==> config.mk <==
export PLATFORM = sky130hd
export DESIGN_NAME = fetch_sequencer
export DESIGN_NICKNAME = d
export VERILOG_FILES = /design/src/rtl/fetch_pkg.sv /design/src/rtl/fetch_fifo.sv /design/src/rtl/fetch_sequencer.sv
export SDC_FILE = /design/constraint.sdc
export NUM_CORES = 1
export LEC_CHECK = 0
export ABC_AREA = 1
export CAP_MARGIN = 5
export CORE_MARGIN = 2
export CORE_UTILIZATION = 40
export CTS_BUF_LIST = sky130_fd_sc_hd__clkbuf_16
export CTS_CLUSTER_DIAMETER = 30
export DETAILED_ROUTE_END_ITERATION = 7
export SLEW_MARGIN = 20
export SYNTH_ARGS = -nofsm -noshare
export SYNTH_HDL_FRONTEND = slang
export SYNTH_SLANG_ARGS = --single-unit
==> constraint.sdc <==
create_clock -name clk -period 2.3 [get_ports clk]
set_clock_uncertainty 0.05 [all_clocks]
set_input_delay 0.23 -clock clk [delete_from_list [all_inputs] [get_ports clk]]
set_output_delay 0.23 -clock clk [all_outputs]
set_load 0.05 [all_outputs]
==> src/rtl/fetch_pkg.sv <==
// fetch_pkg: shared FSM encoding and fetch constants for the fetch sequencer.
package fetch_pkg;
    typedef enum logic [1:0] {FETCH, FLUSH, HALT} state_t;
    localparam logic [31:0] WORD_BYTES = 32'd4;
    localparam logic [31:0] NOP_WORD = 32'b0;
endpackage

==> src/rtl/fetch_fifo.sv <==
// fetch_fifo: circular fetch buffer holding {instr, pc+4} pairs with a combinational head.
module fetch_fifo #(
    parameter int DEPTH = 2,
    parameter int CW = $clog2(DEPTH + 1)
) (
    input  logic          clk,
    input  logic          rst_n,
    input  logic          push,
    input  logic          pop,
    input  logic          flush,
    input  logic [31:0]   push_instr,
    input  logic [31:0]   push_pc,
    output logic [CW-1:0] count,
    output logic [31:0]   head_instr,
    output logic [31:0]   head_pc
);
    localparam int PW = $clog2(DEPTH);

    logic [63:0]   mem [DEPTH];
    logic [PW-1:0] rd, wr;

    function automatic logic [PW-1:0] nxt(input logic [PW-1:0] p);
        return (p == PW'(DEPTH - 1)) ? '0 : p + 1'b1;
    endfunction

    assign {head_instr, head_pc} = mem[rd];

    // Entries are cleared on reset so the head reads as zero while held in reset.
    always_ff @(posedge clk or negedge rst_n) begin
        if (!rst_n) begin
            rd <= '0;
            wr <= '0;
            count <= '0;
            for (int i = 0; i < DEPTH; i++) mem[i] <= '0;
        end else if (flush) begin
            rd <= '0;
            wr <= '0;
            count <= '0;
        end else begin
            if (push) mem[wr] <= {push_instr, push_pc};
            if (push) wr <= nxt(wr);
            if (pop) rd <= nxt(rd);
            count <= count + CW'(push) - CW'(pop);
        end
    end
endmodule

==> src/rtl/fetch_sequencer.sv <==
// fetch_sequencer: PC sequencing with branch redirect, halt-on-zero and a fetch buffer toward decode.
module fetch_sequencer
    import fetch_pkg::*;
#(
    parameter logic [31:0] RESET_PC = 32'd0,
    parameter int DEPTH = 2,
    parameter bit HALT_ON_ZERO = 1'b1
) (
    input  logic        clk,
    input  logic        rst_n,
    output logic [31:0] imem_addr,
    input  logic [31:0] imem_instr,
    input  logic        branch_taken,
    input  logic [31:0] branch_addr,
    input  logic        freeze,
    output logic        out_valid,
    input  logic        out_ready,
    output logic [31:0] out_instr,
    output logic [31:0] out_pc,
    output logic        halted
);
    localparam int CW = $clog2(DEPTH + 1);
    localparam logic [CW-1:0] FULL = CW'(DEPTH);

    state_t        state;
    logic [31:0]   pc, next_pc;
    logic [CW-1:0] count;
    logic          zero_hit, pop, push;

    assign imem_addr = pc;
    assign next_pc = pc + WORD_BYTES;
    assign halted = state == HALT;
    assign zero_hit = HALT_ON_ZERO && imem_instr == NOP_WORD;
    assign out_valid = count != '0 && !branch_taken;
    assign pop = out_valid && out_ready;
    assign push = state == FETCH && !freeze && !branch_taken && !zero_hit && (count < FULL || pop);

    // A zero fetch under freeze is not a fetch, so it does not halt.
    always_ff @(posedge clk or negedge rst_n) begin
        if (!rst_n) begin
            pc <= RESET_PC;
            state <= FETCH;
        end else if (branch_taken) begin
            pc <= {branch_addr[31:2], 2'b00};
            state <= FLUSH;
        end else begin
            if (push) pc <= next_pc;
            state <= state == FLUSH ? FETCH : (state == FETCH && zero_hit && !freeze) ? HALT : state;
        end
    end

    fetch_fifo #(.DEPTH(DEPTH)) u_fifo (
        .clk(clk),
        .rst_n(rst_n),
        .push(push),
        .pop(pop),
        .flush(branch_taken),
        .push_instr(imem_instr),
        .push_pc(next_pc),
        .count(count),
        .head_instr(out_instr),
        .head_pc(out_pc)
    );
endmodule
# After elaboration in Yosys (flattened, before gate mapping)
# Index checks and enable logic that the tools add are counted.
# word_totals
mem_bits_ro,0
latchBits,0
regBits,166
inputBits,69
mem_count,0
word_cells,59
mem_bits_rw,0
output_inout_bits,98
# op_classes
reduce_logical,20
magnitude_cmp,4
div_mod_pow,0
mul,0
eq_ne,2
add_sub_neg,5
n_shift,0
bitwise_logic,3
n_mux,18
# ops
cell,count
$mux 64,4
$bwmux 128,1
$demux 64 s1,1
$mux 32,2
$add 32x3->32 const B,1
$logic_not 32->1,1
$logic_and 1x1->1,9
$mux 2,4
$mux 1,6
$reduce_bool 2->1,3
$ge 2x2->1 const B,2
$not 1->2,2
$logic_not 1->1,3
$reduce_bool 3->1,1
$add 1x1->1 const B,2
$add 2x1->2,1
$eq 2x1->1 const B,1
$eq 2x2->1 const B,1
$logic_not 2->1,1
$lt 2x1->1 const B,1
$lt 2x2->1 const B,1
$reduce_and 2->1,1
$sub 2x1->2,1
$logic_or 1x1->1,1
$not 1->1,1

# Logic depth before layout (Yosys ltp)
# Gate-level depths: netlist of the first run.
# logic_depth
ltp_word,8
depth_mapped,11
mapped_depth_nobuf,10

# Hierarchy
# A second synthesis of the first run with hierarchy kept.
# unflattened
cells_unflattened,958
hier_area_um2,8750.9
# modules_own_cells
module,area_each_um2,instances,cells_each,seq_area_each_um2
fetch_fifo,6282.3,1,572,3303.2
fetch_sequencer,2468.6,1,386,800.8

# Worst setup path before layout of the first run
# No wires, ideal clock.
# synth_path
path_kind,input port to flip-flop
start,input branch_taken
end,register u_fifo.count[1]
path_slack_ns,0.085
required_time_ns,2.118
t_arrival_ns,2.034
path_stages,9
setup_time_ns,0.132
cell_sequence,buf_2 a21oi_1 nand2_1 inv_1 ha_1 inv_1 ha_1 xor2_1 nor2_1
# synth_between
elab_chain_cells,8
word_cells_on_any_way,10
cone_classes,add/sub: 2; mux: 1; reduce/logical: 7
# synth_rtl
item,line,text
"start, declared",fetch_sequencer.sv:13,"input logic branch_taken,"
$logic_not 1->1 *,fetch_sequencer.sv:34,assign out_valid = count != '0 && !branch_taken;
$logic_and 1x1->1 *,fetch_sequencer.sv:34,
named net out_valid,fetch_sequencer.sv:16,"output logic out_valid,"
$logic_and 1x1->1 *,fetch_sequencer.sv:35,assign pop = out_valid && out_ready;
$logic_or 1x1->1,fetch_sequencer.sv:36,assign push = state == FETCH && !freeze && !branch_taken && !zero_hit && (count < FULL || pop);
$logic_and 1x1->1,fetch_sequencer.sv:36,
$add 2x1->2,fetch_fifo.sv:43,count <= count + CW'(push) - CW'(pop);
$sub 2x1->2 *,fetch_fifo.sv:43,
$mux 2 *,fetch_fifo.sv:35,end else if (flush) begin
"end signal, assigned",fetch_fifo.sv:43,
"end, declared",fetch_fifo.sv:13,"output logic [CW-1:0] count,"
# Mark *: on every way through the listed nets, which the timed path passes. The rest lies on a longest branch.
# A chain may end at the register's enable or synchronous reset.

# Worst setup path in the final report of the first run
# layout_path
start,"register pc[2], in the netlist imem_addr[2]"
end,"register pc[18], in the netlist imem_addr[18]"
# layout_between
elab_chain_cells,3
# layout_rtl
item,line,text
"start, declared",fetch_sequencer.sv:26,"logic [31:0] pc, next_pc;"
"start signal, assigned",fetch_sequencer.sv:44,"pc <= {branch_addr[31:2], 2'b00};"
"start signal, assigned",fetch_sequencer.sv:47,if (push) pc <= next_pc;
$add 32x3->32,fetch_sequencer.sv:31,assign next_pc = pc + WORD_BYTES;
$mux 32,fetch_sequencer.sv:47,
$mux 32,fetch_sequencer.sv:43,end else if (branch_taken) begin
# No other way between the ends. The select of a mux whose other input is x is not followed.

==> results.sh, run 1 <==
export IMPL_wirelength_um=22700
export IMPL_syn_mean_instance_area_sq_um=8.18
export IMPL_fin_crit_sh=0.901
export IMPL_dp_hpwl_um=14900
export IMPL_grt_usage=0.214
export IMPL_rsz0062_at_grt="no"
export IMPL_arrival_ps=2370
export IMPL_synth_top_family_by_area="simple AND/OR/NAND/NOR gates"
export IMPL_p_comb_frac=0.342
export IMPL_synth_area_sq_um=8230
export IMPL_cts_sinks=160
export IMPL_tns_ps=0
export IMPL_die_area_sq_um=21700
export IMPL_cts_tree="done"
export IMPL_fin_crit_ps=2070
export IMPL_path_delay_family="simple AND/OR/NAND/NOR gates"
export IMPL_crit_slowest_cell="dfrtp_1"
export IMPL_clkPwrFrac=0.282
export IMPL_dpl_instance_area_sq_um=9930
export IMPL_num_io_pins=167
export IMPL_max_slew_margin_rel=0.469
export IMPL_tightest_slew_ps=796
export IMPL_setup_viol=0
export IMPL_drc_errors=0
export IMPL_reg2reg_slack_ps=230
export IMPL_min_path_type="in -> async"
export IMPL_vias=7115
export IMPL_total_power_mw=10.2
export IMPL_crit_buf_inv=0
export IMPL_final_nets=1219
export IMPL_cp_common_cell="nand2_1"
export IMPL_antenna_cells=0
export IMPL_dp_cells=1397
export IMPL_yosys_area_share_simple=0.348
export IMPL_gp_congestion=0.862
export IMPL_wire_per_inst_um=15.9
export IMPL_dr_pass1_iters=7
export IMPL_post_cts_setup_buffers=0
export IMPL_synth_fa_ha_area_frac=0.00456
export IMPL_p_sw_mw=3.82
export IMPL_reg2reg_to="imem_addr[18]$_DFFE_PN0P_"
export IMPL_whs_ps=213
export IMPL_vias_per_cell=4.98
export IMPL_die_y_um=147
export IMPL_cp_cell_sequence="ha_1, nand2_1, nor2_2, nand2_1, nor2_2, xor2_1, nand2_1, nand3_1"
export IMPL_cap_viol_max_count=0
export IMPL_p_seq_frac=0.376
export IMPL_reg2reg_from="imem_addr[2]$_DFFE_PN0P_"
export IMPL_area_growth_synth_to_final_pct=28.0
export IMPL_start_kind="flip-flop"
export IMPL_rr_worst_depth=8
export IMPL_drt_first_iter_violations=425
export IMPL_grt_overflow_total=0
export IMPL_drive_gt1_frac=0.165
export IMPL_clock_root_buffer="clkbuf_16"
export IMPL_fmax_ghz=0.482
export IMPL_drv_slew=0
export IMPL_intPower_mw=6.34
export IMPL_cts_repair_resized=0
export IMPL_synthMuxAreaShare=0.0848
export IMPL_grt_pass1_wl_um=37000
export IMPL_cts_buffer_depth=2
export IMPL_cp_end_kind="flip-flop"
export IMPL_synth_xor_area_frac=0.0181
export IMPL_fin_area_sq_um=10500
export IMPL_io_buffer_count=160
export IMPL_clk_latency_ps=420
export IMPL_ir_drop_v=0.000562
export IMPL_initial_core_util=0.407
export IMPL_grt_max_degree=66
export IMPL_antenna_found_initial=0
export IMPL_status="completed"
export IMPL_yosysWarningCount=0
export IMPL_crit_type="reg -> reg"
export IMPL_total_leakage_power_nw=5.19
export IMPL_clk_pin_slew_ps=70
export IMPL_cts_buffers=17
export IMPL_crit_required_ps=2600
export IMPL_rows=52
export IMPL_core_region_area_sq_um=20200
export IMPL_fin_cells=1430
export IMPL_swShare=0.376
export IMPL_htreeDepth=4
export IMPL_grt_pass1_vias=6821
export IMPL_ys_ff_latch=160
export IMPL_die_w_um=147
export IMPL_worstPathMaxFanout=5
export IMPL_synth_compound_area_frac=0.00441
export IMPL_drtAntennaViolNets=0
export IMPL_power_density_nw_per_um2=965
export IMPL_synthCells=1006
export IMPL_synth_cell_type_count=27
export IMPL_finalHoldViolCount=0
export IMPL_cts_hold_buf=1
export IMPL_critPathMaxStageDelay_ps=460
export IMPL_synth_seq_area_share=0.486
==> per-stage QoR <==
stage	worst slack, ps	utilization
2_1_floorplan	84.8	-
5_1_grt	67.5	0.521
3_5_place_dp	26.0	0.491
3_3_place_gp	21.7	0.491
6_report	227	0.521
4_1_cts	195	0.521
==> kinds of logic after synthesis <==
family	after synthesis
buf+inv	79
xor+xnor	17
fa+ha+maj	3
other cells	1
compound gates	6
flops	160
simple gates	678
mux	62
==> how the worst max path moves through the flow <==
| stage | endpoint | start | cells past startpoint | slack, ps |
|---|---|---|---|---|
| after floorplan | u_fifo.count[1]$_DFF_PN0_ | branch_taken | 9 | 80 |
| after global placement | u_fifo.mem[42]$_DFFE_PN0P_ | imem_instr[23] | 10 | 20 |
| after detailed placement | u_fifo.mem[55]$_DFFE_PN0P_ | imem_instr[31] | 10 | 30 |
| after CTS | out_instr[27] | u_fifo.rd$_DFFE_PN0P_ | 3 | 200 |
| after global routing | u_fifo.mem[78]$_DFFE_PN0P_ | imem_addr[2]$_DFFE_PN0P_ | 8 | 70 |
| final | imem_addr[18]$_DFFE_PN0P_ | imem_addr[2]$_DFFE_PN0P_ | 8 | 230 |
==> state kept, by name, summed over array words and instances, names as in the netlist <==
register and flops:
u_fifo.wr 1, state 2, imem_addr 30, u_fifo.mem 124
u_fifo.rd 1, u_fifo.count 2
==> cell usage after synthesis <==
cell type | number | share of area
o21ai_2 | 1 | 0.0011
clkbuf_1 | 16 | 0.0073
a21oi_1 | 1 | 0.00061
xor2_1 | 11 | 0.012
buf_6 | 12 | 0.016
o21ai_0 | 3 | 0.0018
buf_1 | 3 | 0.0014
nor2_4 | 2 | 0.0027
nand3_1 | 169 | 0.10
inv_1 | 15 | 0.0068
nand3b_1 | 13 | 0.012
conb_1 | 1 | 0.00046
dfrtp_1 | 160 | 0.49
nand3_4 | 1 | 0.0021
ha_1 | 3 | 0.0046
xnor2_1 | 6 | 0.0064
inv_2 | 3 | 0.0014
nor2_1 | 58 | 0.026
o31ai_1 | 1 | 0.00091
buf_4 | 7 | 0.0064
and2_1 | 2 | 0.0015
nand2_1 | 424 | 0.19
nor2_2 | 7 | 0.0053
mux2_2 | 62 | 0.085
nand2_2 | 2 | 0.0015
inv_4 | 1 | 0.00076
buf_2 | 22 | 0.013
==> power by group through the flow <==
stage | clock network [mW] | registers, mW | logic, mW
finish | 2.87 | 3.82 | 3.48
global route | 3.06 | 3.91 | 3.73
CTS | 2.93 | 3.82 | 3.52
detailed placement | 0 | 3.87 | 3.51
global placement | 0 | 3.84 | 3.48
floorplan | 0 | 3.97 | 2.30
==> routing by layer <==
| metal | share of wire | global-route usage | up-vias |
|---|---|---|---|
| met5 | 0 | 0 | - |
| met4 | 0.0058 | 0.0370 | 0 |
| met3 | 0.060 | 0.0407 | 8 |
| met2 | 0.47 | 0.342 | 214 |
| met1 | 0.46 | 0.310 | 3381 |
| li1 | - | - | 3512 |
==> layout by cell type (no fill, tap or decap), types with 2 or more instances in the layout <==
master and instances:
conb_1 4, inv_1 17, clkdlybuf4s50_1 96, buf_12 11, clkinvlp_4 5, nand2_1 424
mux2_2 62, nor2_4 2, bufinv_16 3, xor2_1 11, clkinv_1 2, nand3b_1 13
inv_2 3, nand3_1 169, o21ai_0 3, xnor2_1 6, nor2_2 7, dfrtp_1 158
inv_6 3, nor2_1 58, buf_4 70, dfrtp_2 2, nand2_2 2, and2_1 2
clkbuf_16 17, ha_1 3
==> layout make-up <==
cell class                 count  area (sq um)
inverter                      19          73.8
tap                          270           338
multi-input combinational    770          3800
clock inverter                15           169
clock buffer                  17           425
timing repair buffer         179          1730
sequential                   160          4010
fill                        1965          9700
Power figures use the tool's default switching activity.
==> inputs of run 2 (changes only) <==
--- a/config.mk
+++ b/config.mk
@@ -12,6 +12,8 @@
 export CTS_BUF_LIST = sky130_fd_sc_hd__clkbuf_16
 export CTS_CLUSTER_DIAMETER = 30
 export DETAILED_ROUTE_END_ITERATION = 7
+export DONT_BUFFER_PORTS = 1
+export SETUP_SLACK_MARGIN = 0.05
 export SLEW_MARGIN = 20
 export SYNTH_ARGS = -nofsm -noshare
 export SYNTH_HDL_FRONTEND = slang
==> run 2 against run 1 <==
Net effect:
- the flow now finishes with violations (negative hold slack)
- sequential power about the same
- count of clock-buffer cells in the layout did not move
- first-iteration DRC count grew 0.71%
- utilization decreased by 3.2 points
- critical path depth decreased by 6
- register-to-register slack improved by 100 ps
- combinational power fell by 13%
- via count fell by 3.3%
- die area stayed put
- hold slack lost 760 ps
- critical path type is now reg -> out
- largest cell class unchanged
==> results.sh, run 2 (synthesis results as in run 1) <==
export IMPL_grt_usage=0.219
export IMPL_clk_latency_ps=420
export IMPL_p_sw_mw=3.78
export IMPL_tightest_slew_ps=774
export IMPL_intPower_mw=6.05
export IMPL_drive_gt1_frac=0.144
export IMPL_drv_slew=0
export IMPL_worstPathMaxFanout=15
export IMPL_cts_buffer_depth=2
export IMPL_gp_congestion=0.909
export IMPL_largest_register_ffs=124
export IMPL_fillCellCount=1944
export IMPL_post_cts_setup_buffers=0
export IMPL_dp_cells=1265
export IMPL_grt_pass1_wl_um=37500
export IMPL_cts_buffers=17
export IMPL_rows=52
export IMPL_vias=6883
export IMPL_antenna_cells=0
export IMPL_dp_hpwl_um=14600
export IMPL_drtAntennaViolNets=0
export IMPL_die_area_sq_um=21700
export IMPL_initial_core_util=0.407
export IMPL_finalHoldViolCount=160
export IMPL_fin_crit_sh=0.940
export IMPL_fin_cells=1363
export IMPL_violations="negative hold slack"
export IMPL_antenna_found_initial=1
export IMPL_final_nets=1152
export IMPL_vias_per_cell=5.05
export IMPL_htreeDepth=4
export IMPL_setup_viol=0
export IMPL_final_common_cell="nand2_1"
export IMPL_ir_drop_v=0.000535
export IMPL_final_cell_mix="nand2_1 (424), nand3_1 (169), dfrtp_1 (158), dlygate4sd3_1 (65), mux2_2 (62)"
export IMPL_tns_ps=0
export IMPL_whs_ps=-546
export IMPL_regArea_sq_um=4010
export IMPL_arrival_ps=1880
export IMPL_dr_pass1_iters=4
export IMPL_die_y_um=147
export IMPL_cts_hold_buf=66
export IMPL_worst_slack_ps=138
export IMPL_total_power_mw=9.83
export IMPL_final_core_util=0.489
export IMPL_clock_root_buffer="clkbuf_16"
export IMPL_dpl_instance_area_sq_um=8600
export IMPL_total_leakage_power_nw=4.88
export IMPL_fin_crit_ps=2160
export IMPL_dp_slack_ps=347
export IMPL_p_comb_frac=0.307
export IMPL_die_w_um=147
export IMPL_rr_worst_depth=8
export IMPL_wirelength_um=23200
export IMPL_crit_required_ps=2020
export IMPL_drt_first_iter_violations=428
export IMPL_fmax_ghz=0.463
export IMPL_core_region_area_sq_um=20200
export IMPL_area_growth_synth_to_final_pct=20.1
export IMPL_cp_end_kind="output pin"
export IMPL_grt_max_degree=161
export IMPL_clk_pin_slew_ps=60
export IMPL_drc_errors=0
export IMPL_clkPwrFrac=0.305
export IMPL_cts_tree="done"
export IMPL_grt_pass1_vias=6901
export IMPL_cap_viol_max_count=0
export IMPL_num_io_pins=167
export IMPL_max_slew_margin_rel=0.484
export IMPL_cts_repair_resized=0
export IMPL_status="finished with violations"
export IMPL_cts_sinks=160
export IMPL_wire_per_inst_um=17.0
export IMPL_p_seq_frac=0.388
export IMPL_grt_overflow_total=0
export IMPL_multiInputGateArea_sq_um=3800
export IMPL_power_density_nw_per_um2=994
export IMPL_crit_type="reg -> out"
export IMPL_rsz0062_at_grt="no"
export IMPL_min_path_type="in -> async"
export IMPL_largest_register="u_fifo.mem"
export IMPL_io_buffer_count=0
export IMPL_start_kind="flip-flop"
export IMPL_fin_area_sq_um=9890
export IMPL_swShare=0.385
-- run 2: final timing paths --
path	startpoint	to	slack, ps
worst max-delay path	u_fifo.rd$_DFFE_PN0P_	out_instr[12]	140
worst min-delay path	rst_n	u_fifo.mem[55]$_DFFE_PN0P_	-550
worst max register to register	imem_addr[2]$_DFFE_PN0P_	imem_addr[12]$_DFFE_PN0P_	330
worst min register to register	u_fifo.mem[51]$_DFFE_PN0P_	u_fifo.mem[51]$_DFFE_PN0P_	410
max in group asynchronous	rst_n	imem_addr[14]$_DFFE_PN0P_	2360
min in group clk	branch_taken	u_fifo.count[0]$_DFF_PN0_	40
-- run 2: area by class of cell --
cell class,count,share of cell area
Sequential cell,160,0.405
Multi-Input combinational cell,770,0.384
Timing Repair Buffer,112,0.107
Clock buffer,17,0.0430
Tap cell,270,0.0342
Clock inverter,15,0.0196
Inverter,19,0.00747
-- run 2: metal layers --
layer / vias to the layer above / track usage / wire length, um
li1: 3372 / - / -
met1: 3289 / 0.286 / 10300
met2: 204 / 0.365 / 11100
met3: 16 / 0.0639 / 1690
met4: 2 / 0.0438 / 161
met5: - / 0 / 7
-- run 2: power groups by stage --
stage	Sequential (mW)	Combinational, mW	Clock, mW
after global placement	3.83	2.90	0
final	3.81	3.02	2.99
after floorplan	3.97	2.30	0
after detailed placement	3.86	2.92	0
after CTS	3.81	3.05	3.08
after global routing	3.88	3.25	3.21
-- run 2: worst max-delay path, stage by stage, from the launching register on --
cell	delay [ps]
dfrtp_2	640
buf_4	320
mux2_2	500
